<file path="config.mk">
export PLATFORM = sky130hd
export DESIGN_NAME = ccsds123_axis_out
export DESIGN_NICKNAME = d
export VERILOG_FILES = /design/src/rtl/ccsds123_axis_out_pkg.sv /design/src/rtl/ccsds123_sync_fifo.sv /design/src/rtl/ccsds123_axis_out.sv
export SDC_FILE = /design/constraint.sdc
export NUM_CORES = 1
export LEC_CHECK = 0
export CAP_MARGIN = 20
export CORE_MARGIN = 1.5
export CORE_UTILIZATION = 37
export DETAILED_ROUTE_END_ITERATION = 16
export PLACE_DENSITY = 0.54
export SLEW_MARGIN = 30
export SYNTH_ARGS = -nofsm -noshare
export SYNTH_HDL_FRONTEND = slang
export SYNTH_SLANG_ARGS = --single-unit
</file>
<file path="constraint.sdc">
create_clock -name clk -period 9.7 [get_ports clk]
set_input_delay 1.455 -clock clk [delete_from_list [all_inputs] [get_ports clk]]
set_output_delay 1.455 -clock clk [all_outputs]
set_load 0.05 [all_outputs]
</file>
<file path="src/rtl/ccsds123_axis_out_pkg.sv">
// ----------------------------------------------------------------------------
// ccsds123_axis_out_pkg
// Shared defaults for the compressed-stream output adapter, so the compressor
// top and the adapter agree on the word and counter widths, plus the small
// control bundle used by the adapter to steer its FIFO.
// ----------------------------------------------------------------------------
package ccsds123_axis_out_pkg;

   // Compressed word width; must match the core's output bus width.
   localparam int BUS_WIDTH_DEF = 64;
   // Width of the per-frame word counter.
   localparam int CNT_W_DEF     = 32;
   // log2 of the output FIFO depth.
   localparam int DEPTH_LOG_DEF = 4;
   // almost_full asserts when free entries <= this margin.
   localparam int AF_MARGIN_DEF = 4;

   // Per-cycle FIFO steering decisions made by the adapter.
   typedef struct packed {
      logic push;   // incoming word is written into the FIFO
      logic pop;    // output word is accepted downstream
      logic drop;   // incoming word is discarded because the FIFO is full
   } fifo_ctl_t;

endpackage

</file>
<file path="src/rtl/ccsds123_sync_fifo.sv">
// ----------------------------------------------------------------------------
// ccsds123_sync_fifo
// Single-clock FIFO with a first-word-fall-through registered output stage.
// Each entry carries a WIDTH-bit payload plus a one-bit tag (used as a
// frame-end marker by stream blocks). The tag of the newest entry can be set
// after the fact, which lets a producer terminate a frame whose final word had
// to be dropped.
//
// Ports:
//   clk, rst_n     clock, asynchronous active-low reset
//   push_i         write push_data_i / push_tag_i (caller guarantees room,
//                  or a simultaneous pop when full)
//   tag_tail_i     set the tag of the most recently written entry
//   pop_i          consume the word currently presented on out_*
//   full_o         all 2**DEPTH_LOG entries are occupied
//   count_o        occupancy, including the word shown on the output stage
//   out_valid_o    registered valid of the presented word
//   out_data_o     registered payload of the presented word
//   out_tag_o      registered tag of the presented word
// ----------------------------------------------------------------------------
module ccsds123_sync_fifo
   import ccsds123_axis_out_pkg::*;
#(
   parameter int WIDTH     = BUS_WIDTH_DEF,
   parameter int DEPTH_LOG = DEPTH_LOG_DEF
) (
   input  logic                 clk,
   input  logic                 rst_n,
   input  logic                 push_i,
   input  logic [WIDTH-1:0]     push_data_i,
   input  logic                 push_tag_i,
   input  logic                 tag_tail_i,
   input  logic                 pop_i,
   output logic                 full_o,
   output logic [DEPTH_LOG:0]   count_o,
   output logic                 out_valid_o,
   output logic [WIDTH-1:0]     out_data_o,
   output logic                 out_tag_o
);

   localparam int                 DEPTH   = 1 << DEPTH_LOG;
   localparam logic [DEPTH_LOG:0] DEPTH_C = (DEPTH_LOG + 1)'(DEPTH);

   // Payload storage: written on push, read through the output register only.
   logic [WIDTH-1:0]     mem_q [DEPTH];
   // Tag bits live in flops so the tail entry can be modified in place.
   logic                 tag_q [DEPTH];

   logic [DEPTH_LOG-1:0] wr_ptr_q, wr_ptr_d;
   logic [DEPTH_LOG-1:0] rd_ptr_q, rd_ptr_d;
   logic [DEPTH_LOG:0]   count_q, count_d;
   logic [DEPTH_LOG:0]   avail;
   logic [DEPTH_LOG-1:0] tail_idx;
   logic                 out_valid_q, out_valid_d;
   logic [WIDTH-1:0]     out_data_q, out_data_d;
   logic                 out_tag_q, out_tag_d;

   always_comb begin
      wr_ptr_d = wr_ptr_q + DEPTH_LOG'(push_i);
      rd_ptr_d = rd_ptr_q + DEPTH_LOG'(pop_i);
      count_d  = count_q + (DEPTH_LOG + 1)'(push_i) - (DEPTH_LOG + 1)'(pop_i);
      tail_idx = wr_ptr_q - DEPTH_LOG'(1);

      // Words already resident in memory before this edge that survive the
      // pop. A word written on this same edge is not yet readable, which is
      // what gives the one-cycle fall-through latency.
      avail = count_q - (DEPTH_LOG + 1)'(pop_i);

      out_valid_d = (avail != '0);
      out_data_d  = out_data_q;
      out_tag_d   = 1'b0;
      if (out_valid_d) begin
         // Reloading the same head while stalled keeps tdata stable.
         out_data_d = mem_q[rd_ptr_d];
         // Forward a tail-tag update landing on the entry being loaded.
         out_tag_d  = tag_q[rd_ptr_d] | (tag_tail_i && (rd_ptr_d == tail_idx));
      end
   end

   always_ff @(posedge clk) begin
      if (push_i) begin
         mem_q[wr_ptr_q] <= push_data_i;
      end
   end

   always_ff @(posedge clk) begin
      if (push_i) begin
         tag_q[wr_ptr_q] <= push_tag_i;
      end
      if (tag_tail_i) begin
         tag_q[tail_idx] <= 1'b1;
      end
   end

   always_ff @(posedge clk or negedge rst_n) begin
      if (!rst_n) begin
         wr_ptr_q    <= '0;
         rd_ptr_q    <= '0;
         count_q     <= '0;
         out_valid_q <= 1'b0;
         out_data_q  <= '0;
         out_tag_q   <= 1'b0;
      end else begin
         wr_ptr_q    <= wr_ptr_d;
         rd_ptr_q    <= rd_ptr_d;
         count_q     <= count_d;
         out_valid_q <= out_valid_d;
         out_data_q  <= out_data_d;
         out_tag_q   <= out_tag_d;
      end
   end

   assign full_o      = (count_q == DEPTH_C);
   assign count_o     = count_q;
   assign out_valid_o = out_valid_q;
   assign out_data_o  = out_data_q;
   assign out_tag_o   = out_tag_q;

endmodule

</file>
<file path="src/rtl/ccsds123_axis_out.sv">
// ----------------------------------------------------------------------------
// ccsds123_axis_out
// Output adapter for the compressed bitstream. Words from the core arrive
// without backpressure and are buffered in a FIFO, then re-emitted as an
// AXI4-Stream master. Also produces an upstream throttle hint, a sticky
// overflow flag and per-frame word counts.
//
// Ports:
//   clk, aresetn     clock, asynchronous active-low reset
//   in_data/valid/last   core output word, qualifier and end-of-image marker
//   almost_full      registered: free entries after this cycle <= AF_MARGIN
//   m_axis_*         AXI4-Stream master (tdata, tvalid, tready, tlast)
//   overflow         sticky: a word was dropped because the FIFO was full
//   frame_done       one-cycle pulse after the tlast word is accepted
//   frame_words      length of the last completed frame, tlast word included
// ----------------------------------------------------------------------------
module ccsds123_axis_out
   import ccsds123_axis_out_pkg::*;
#(
   parameter int BUS_WIDTH = BUS_WIDTH_DEF,
   parameter int DEPTH_LOG = DEPTH_LOG_DEF,
   parameter int AF_MARGIN = AF_MARGIN_DEF,
   parameter int CNT_W     = CNT_W_DEF
) (
   input  logic                 clk,
   input  logic                 aresetn,
   input  logic [BUS_WIDTH-1:0] in_data,
   input  logic                 in_valid,
   input  logic                 in_last,
   output logic                 almost_full,
   output logic [BUS_WIDTH-1:0] m_axis_tdata,
   output logic                 m_axis_tvalid,
   input  logic                 m_axis_tready,
   output logic                 m_axis_tlast,
   output logic                 overflow,
   output logic                 frame_done,
   output logic [CNT_W-1:0]     frame_words
);

   localparam logic [DEPTH_LOG:0] DEPTH_C = (DEPTH_LOG + 1)'(1 << DEPTH_LOG);
   localparam logic [DEPTH_LOG:0] AF_C    = (DEPTH_LOG + 1)'(AF_MARGIN);

   fifo_ctl_t            ctl;
   logic                 tag_tail;
   logic                 fifo_full;
   logic [DEPTH_LOG:0]   fifo_count;
   logic [DEPTH_LOG:0]   count_next;
   logic [DEPTH_LOG:0]   free_next;

   logic                 af_q, af_d;
   logic                 overflow_q, overflow_d;
   logic                 frame_done_q, frame_done_d;
   logic [CNT_W-1:0]     frame_words_q, frame_words_d;
   logic [CNT_W-1:0]     word_cnt_q, word_cnt_d;
   logic [CNT_W-1:0]     word_inc;

   // A full FIFO still accepts a word when the head leaves on the same edge.
   always_comb begin
      ctl.pop  = m_axis_tvalid && m_axis_tready;
      ctl.push = in_valid && (!fifo_full || ctl.pop);
      ctl.drop = in_valid && fifo_full && !ctl.pop;
   end

   // When the final word of an image is lost, mark the newest buffered word
   // as the frame end so downstream still sees a terminated frame.
   assign tag_tail = ctl.drop && in_last;

   ccsds123_sync_fifo #(
      .WIDTH     (BUS_WIDTH),
      .DEPTH_LOG (DEPTH_LOG)
   ) u_fifo (
      .clk         (clk),
      .rst_n       (aresetn),
      .push_i      (ctl.push),
      .push_data_i (in_data),
      .push_tag_i  (in_last),
      .tag_tail_i  (tag_tail),
      .pop_i       (ctl.pop),
      .full_o      (fifo_full),
      .count_o     (fifo_count),
      .out_valid_o (m_axis_tvalid),
      .out_data_o  (m_axis_tdata),
      .out_tag_o   (m_axis_tlast)
   );

   always_comb begin
      count_next = fifo_count + (DEPTH_LOG + 1)'(ctl.push) - (DEPTH_LOG + 1)'(ctl.pop);
      free_next  = DEPTH_C - count_next;
      af_d       = (free_next <= AF_C);

      overflow_d = overflow_q || ctl.drop;

      // Saturating increment; a frame longer than the counter range reports
      // the maximum value rather than wrapping.
      word_inc = (word_cnt_q == {CNT_W{1'b1}}) ? word_cnt_q : word_cnt_q + CNT_W'(1);

      word_cnt_d    = word_cnt_q;
      frame_words_d = frame_words_q;
      frame_done_d  = 1'b0;
      if (ctl.pop) begin
         if (m_axis_tlast) begin
            frame_words_d = word_inc;
            word_cnt_d    = '0;
            frame_done_d  = 1'b1;
         end else begin
            word_cnt_d = word_inc;
         end
      end
   end

   always_ff @(posedge clk or negedge aresetn) begin
      if (!aresetn) begin
         af_q          <= 1'b0;
         overflow_q    <= 1'b0;
         frame_done_q  <= 1'b0;
         frame_words_q <= '0;
         word_cnt_q    <= '0;
      end else begin
         af_q          <= af_d;
         overflow_q    <= overflow_d;
         frame_done_q  <= frame_done_d;
         frame_words_q <= frame_words_d;
         word_cnt_q    <= word_cnt_d;
      end
   end

   assign almost_full = af_q;
   assign overflow    = overflow_q;
   assign frame_done  = frame_done_q;
   assign frame_words = frame_words_q;

endmodule

</file>
==> flow_summary.json <==
{
  "critical_path_class": "input port to flip-flop",
  "post-route-min-period_ns": 5.433,
  "cpMaxStageDelayCell": "buf_12",
  "power_mw": 18.05,
  "synth_area_per_cell_sq_um": 18.68,
  "groute.usage.overall_pct": 18.35,
  "cts_sinks": 1186,
  "htree_levels": 3,
  "reg2reg_to": "u_fifo.out_tag_o$_DFF_PN0_",
  "synthFlopType": "edfxtp_1",
  "reg2reg_from": "u_fifo.out_valid_o$_DFF_PN0_",
  "drtIter0Drc": 2157,
  "grt_overflow": 0,
  "final-setup-viol-count": 0,
  "synth-seq-area-share_pct": 74.62,
  "crit_arrival_ns": 6.05,
  "ff2ff_setup_slack_ns": 5.05,
  "fin_crit_sh_pct": 56.01,
  "vias_per_cell": 5.487,
  "slew_headroom_pct": 33.23,
  "drc": 0,
  "cts-buffers-inserted": 121,
  "path_cells": "clkdlybuf4s50_1 > nand2_2 > inv_1 > ha_4 > ha_4 > xnor2_2 > buf_12 > inv_4 > buf_4 > xnor2_1 > nor4_1 > a211o_1 > and3_1",
  "grt_max_degree": 131,
  "clk_pin_slew_ns": 0.06,
  "ys_types": 63,
  "vias": 24418,
  "cts-resized-gates": 0,
  "netlist_top_cells_area": "edfxtp_1, mux4_2, dfrtp_1",
  "ant_nets": 0,
  "max_cap_violations": 0,
  "hp-start": "frame_words[24]$_DFFE_PN0P_",
  "fin_area_sq_mm": 0.05450,
  "cp.depth": 13,
  "finalMaxSlewViolations": 0,
  "cp-start-kind": "input port",
  "die_w_microns": 358.5,
  "crit_path_end_kind": "flip-flop",
  "cts.path.max_buffers": 3,
  "leakagePower_nw": 17.96,
  "place_area_sq_mm": 0.05037,
  "ios": 170,
  "hpwl_mm": 57.66,
  "die_area_sq_mm": 0.1285,
  "drive_above_1_share_pct": 21.02,
  "fin_nets": 2778,
  "max_freq_mhz": 184.1,
  "hold_buffers": 0,
  "tightestPinTransition_ns": 0.9880,
  "synth_warnings": 0,
  "synth_edf_count": 1040,
  "wire_per_inst_microns": 26.40,
  "crit_path_max_incr_delay_ns": 0.63,
  "worst-path-max-fanout": 130,
  "postSynth.asyncResetShare_pct": 12.31,
  "grt_pass1_vias": 25326,
  "syn_inst": 2503,
  "core_sq_mm": 0.1256,
  "critPathTopFamily": "buffers and inverters",
  "vdd_ir_drop_max_mv": 0.3031,
  "yosys.area.top_type": "edfxtp_1",
  "gp_congestion": 0.8071,
  "whs_path_depth": 2,
  "grt_setup_unrepaired": "false",
  "required_ns": 10.32,
  "start_util_pct": 37.23,
  "fin_ws_ns": 4.267,
  "status": "complete, no violations",
  "power.density_mw_per_mm2": 331.2,
  "syn_to_final_growth_pct": 16.57,
  "wl_mm": 117.5,
  "netlist.area_leader.share_pct": 66.80,
  "clock_latency_ns": 0.74,
  "numPortBuffers": 169,
  "worstRegToRegCells": 12,
  "cp_common_cell": "ha_4",
  "grt_pass1_wl_mm": 171.6,
  "ys_ff_latch": 1186,
  "tritoncts": "done",
  "syn_area_sq_mm": 0.04675,
  "cts_root_buf": "clkbuf_16",
  "cts_setup_buffers": 0,
  "dr.pass1.iters": 5,
  "die_h_microns": 358.5,
  "synth_fp_nets": 2591,
  "min_to": "frame_words[24]$_DFFE_PN0P_",
  "cp_num_buf_inv": 5,
  "dpl_worst_slack_ns": 3.132,
  "hold_viol_final": 0,
  "fin_skew_ns": 0.05438,
  "fin_setup_tns_ns": 0,
  "std_cell_rows": 130,
  "hold_class": "flip-flop to flip-flop",
  "antenna_found_initial": 18
}
through the flow:
| stage | std cells | utilization (%) | hold slack (ns) |
|---|---|---|---|
| 2_1_floorplan | 2503 | - | 0.4720 |
| 3_3_place_gp | 4215 | 40.11 | 0.4660 |
| 3_5_place_dp | 4215 | 40.11 | 0.4701 |
| 4_1_cts | 4445 | 43.35 | 0.4829 |
| 5_1_grt | 4449 | 43.40 | 0.5208 |
| 6_report | 4450 | 43.40 | 0.4761 |
synth_stat cells (6+ instances only):
| library cell | count |
|---|---|
| a21oi_1 | 9 |
| a31oi_1 | 90 |
| and2_1 | 9 |
| and3_1 | 84 |
| buf_1 | 19 |
| buf_2 | 32 |
| clkbuf_1 | 88 |
| dfrtp_1 | 146 |
| edfxtp_1 | 1040 |
| ha_1 | 18 |
| inv_1 | 23 |
| mux2_2 | 65 |
| mux4_2 | 260 |
| nand2_1 | 305 |
| nand3_1 | 31 |
| nand4_1 | 12 |
| nor2_1 | 50 |
| nor3_1 | 13 |
| nor4_1 | 8 |
| nor4b_1 | 6 |
| o211ai_1 | 16 |
| o21ai_0 | 34 |
| o311ai_0 | 6 |
| o31ai_1 | 9 |
| or3_1 | 22 |
| or4_1 | 16 |
| xnor2_1 | 16 |
flip-flops by register name, summed over array words and instances (netlist names), 4 cells and up:
register and count:
u_fifo.out_data_o 64, u_fifo.mem_q 1024, u_fifo.tag_q 16, frame_words 32, u_fifo.count_o 5, word_cnt_q 32
u_fifo.rd_ptr_q 4, u_fifo.wr_ptr_q 4
cell type report:
type,instances,area (sq um)
Fill cell,10900,71070
Clock inverter,53,630.6
Sequential cell,1186,34880
Antenna cell,3,7.507
Tap cell,1650,2064
Clock buffer,177,3438
Inverter,24,93.84
Timing Repair Buffer,211,2111
Multi-Input combinational cell,1146,11270
report_power, final:
| group | switching [mW] | internal [mW] | total, mW |
|---|---|---|---|
| clock network | 1.98 | 2.71 | 4.69 |
| logic | 3.88 | 2.82 | 6.70 |
| registers | 0.363 | 6.29 | 6.66 |
worst max path at each step:
| stage | start | end | slack (ns) |
|---|---|---|---|
| global route | m_axis_tready | u_fifo.out_tag_o$_DFF_PN0_ | 4.04 |
| global placement | m_axis_tready | u_fifo.out_tag_o$_DFF_PN0_ | 3.08 |
| floorplan | m_axis_tready | u_fifo.mem_q[1][0]$_DFFE_PP_ | 0.46 |
| CTS | m_axis_tready | u_fifo.out_tag_o$_DFF_PN0_ | 3.84 |
| detailed placement | m_axis_tready | u_fifo.out_tag_o$_DFF_PN0_ | 3.13 |
| finish | m_axis_tready | u_fifo.out_tag_o$_DFF_PN0_ | 4.27 |
layer usage:
metal  vias to the layer above  GRT usage, %  routed length (microns)
li1                      10428             -                        -
met1                     13073         25.26                    50510
met2                       717         30.01                    57100
met3                       178         3.685                     7541
met4                        22         4.456                     2201
met5                         -             0                      134
tightest hold or removal path, cell delays in order, from the launching register on:
cell     delay, ns
dfrtp_1       0.34
nand2_1       0.04
o21ai_0       0.06
cell families (layout without fill, tap and decap cells):
logic type                 Yosys count  in the layout  synth area share [%]
muxes                              326            326                 14.11
other                                0              3                     0
AOI/OAI and AO/OA                  201            201                 2.832
buffers and inverters              171            465                 1.560
adders and majority gates           19             19                0.5246
DFF                               1186           1186                 74.62
and+or+nand+nor                    579            579                 5.960
xor gates and xnor gates            21             21                0.3934
cell usage in the layout, fill, tap and decap left out, types with 36 or more instances in the layout:
cell	Yosys	layout
nand2_1	305	303
edfxtp_1	1040	1040
a31oi_1	90	90
and3_1	84	76
clkbuf_16	0	121
clkdlybuf4s50_1	0	168
mux4_2	260	260
mux2_2	65	65
dfrtp_1	146	146
clkbuf_1	88	36
nor2_1	50	50
No activity file was read; power rests on OpenSTA's default activity.
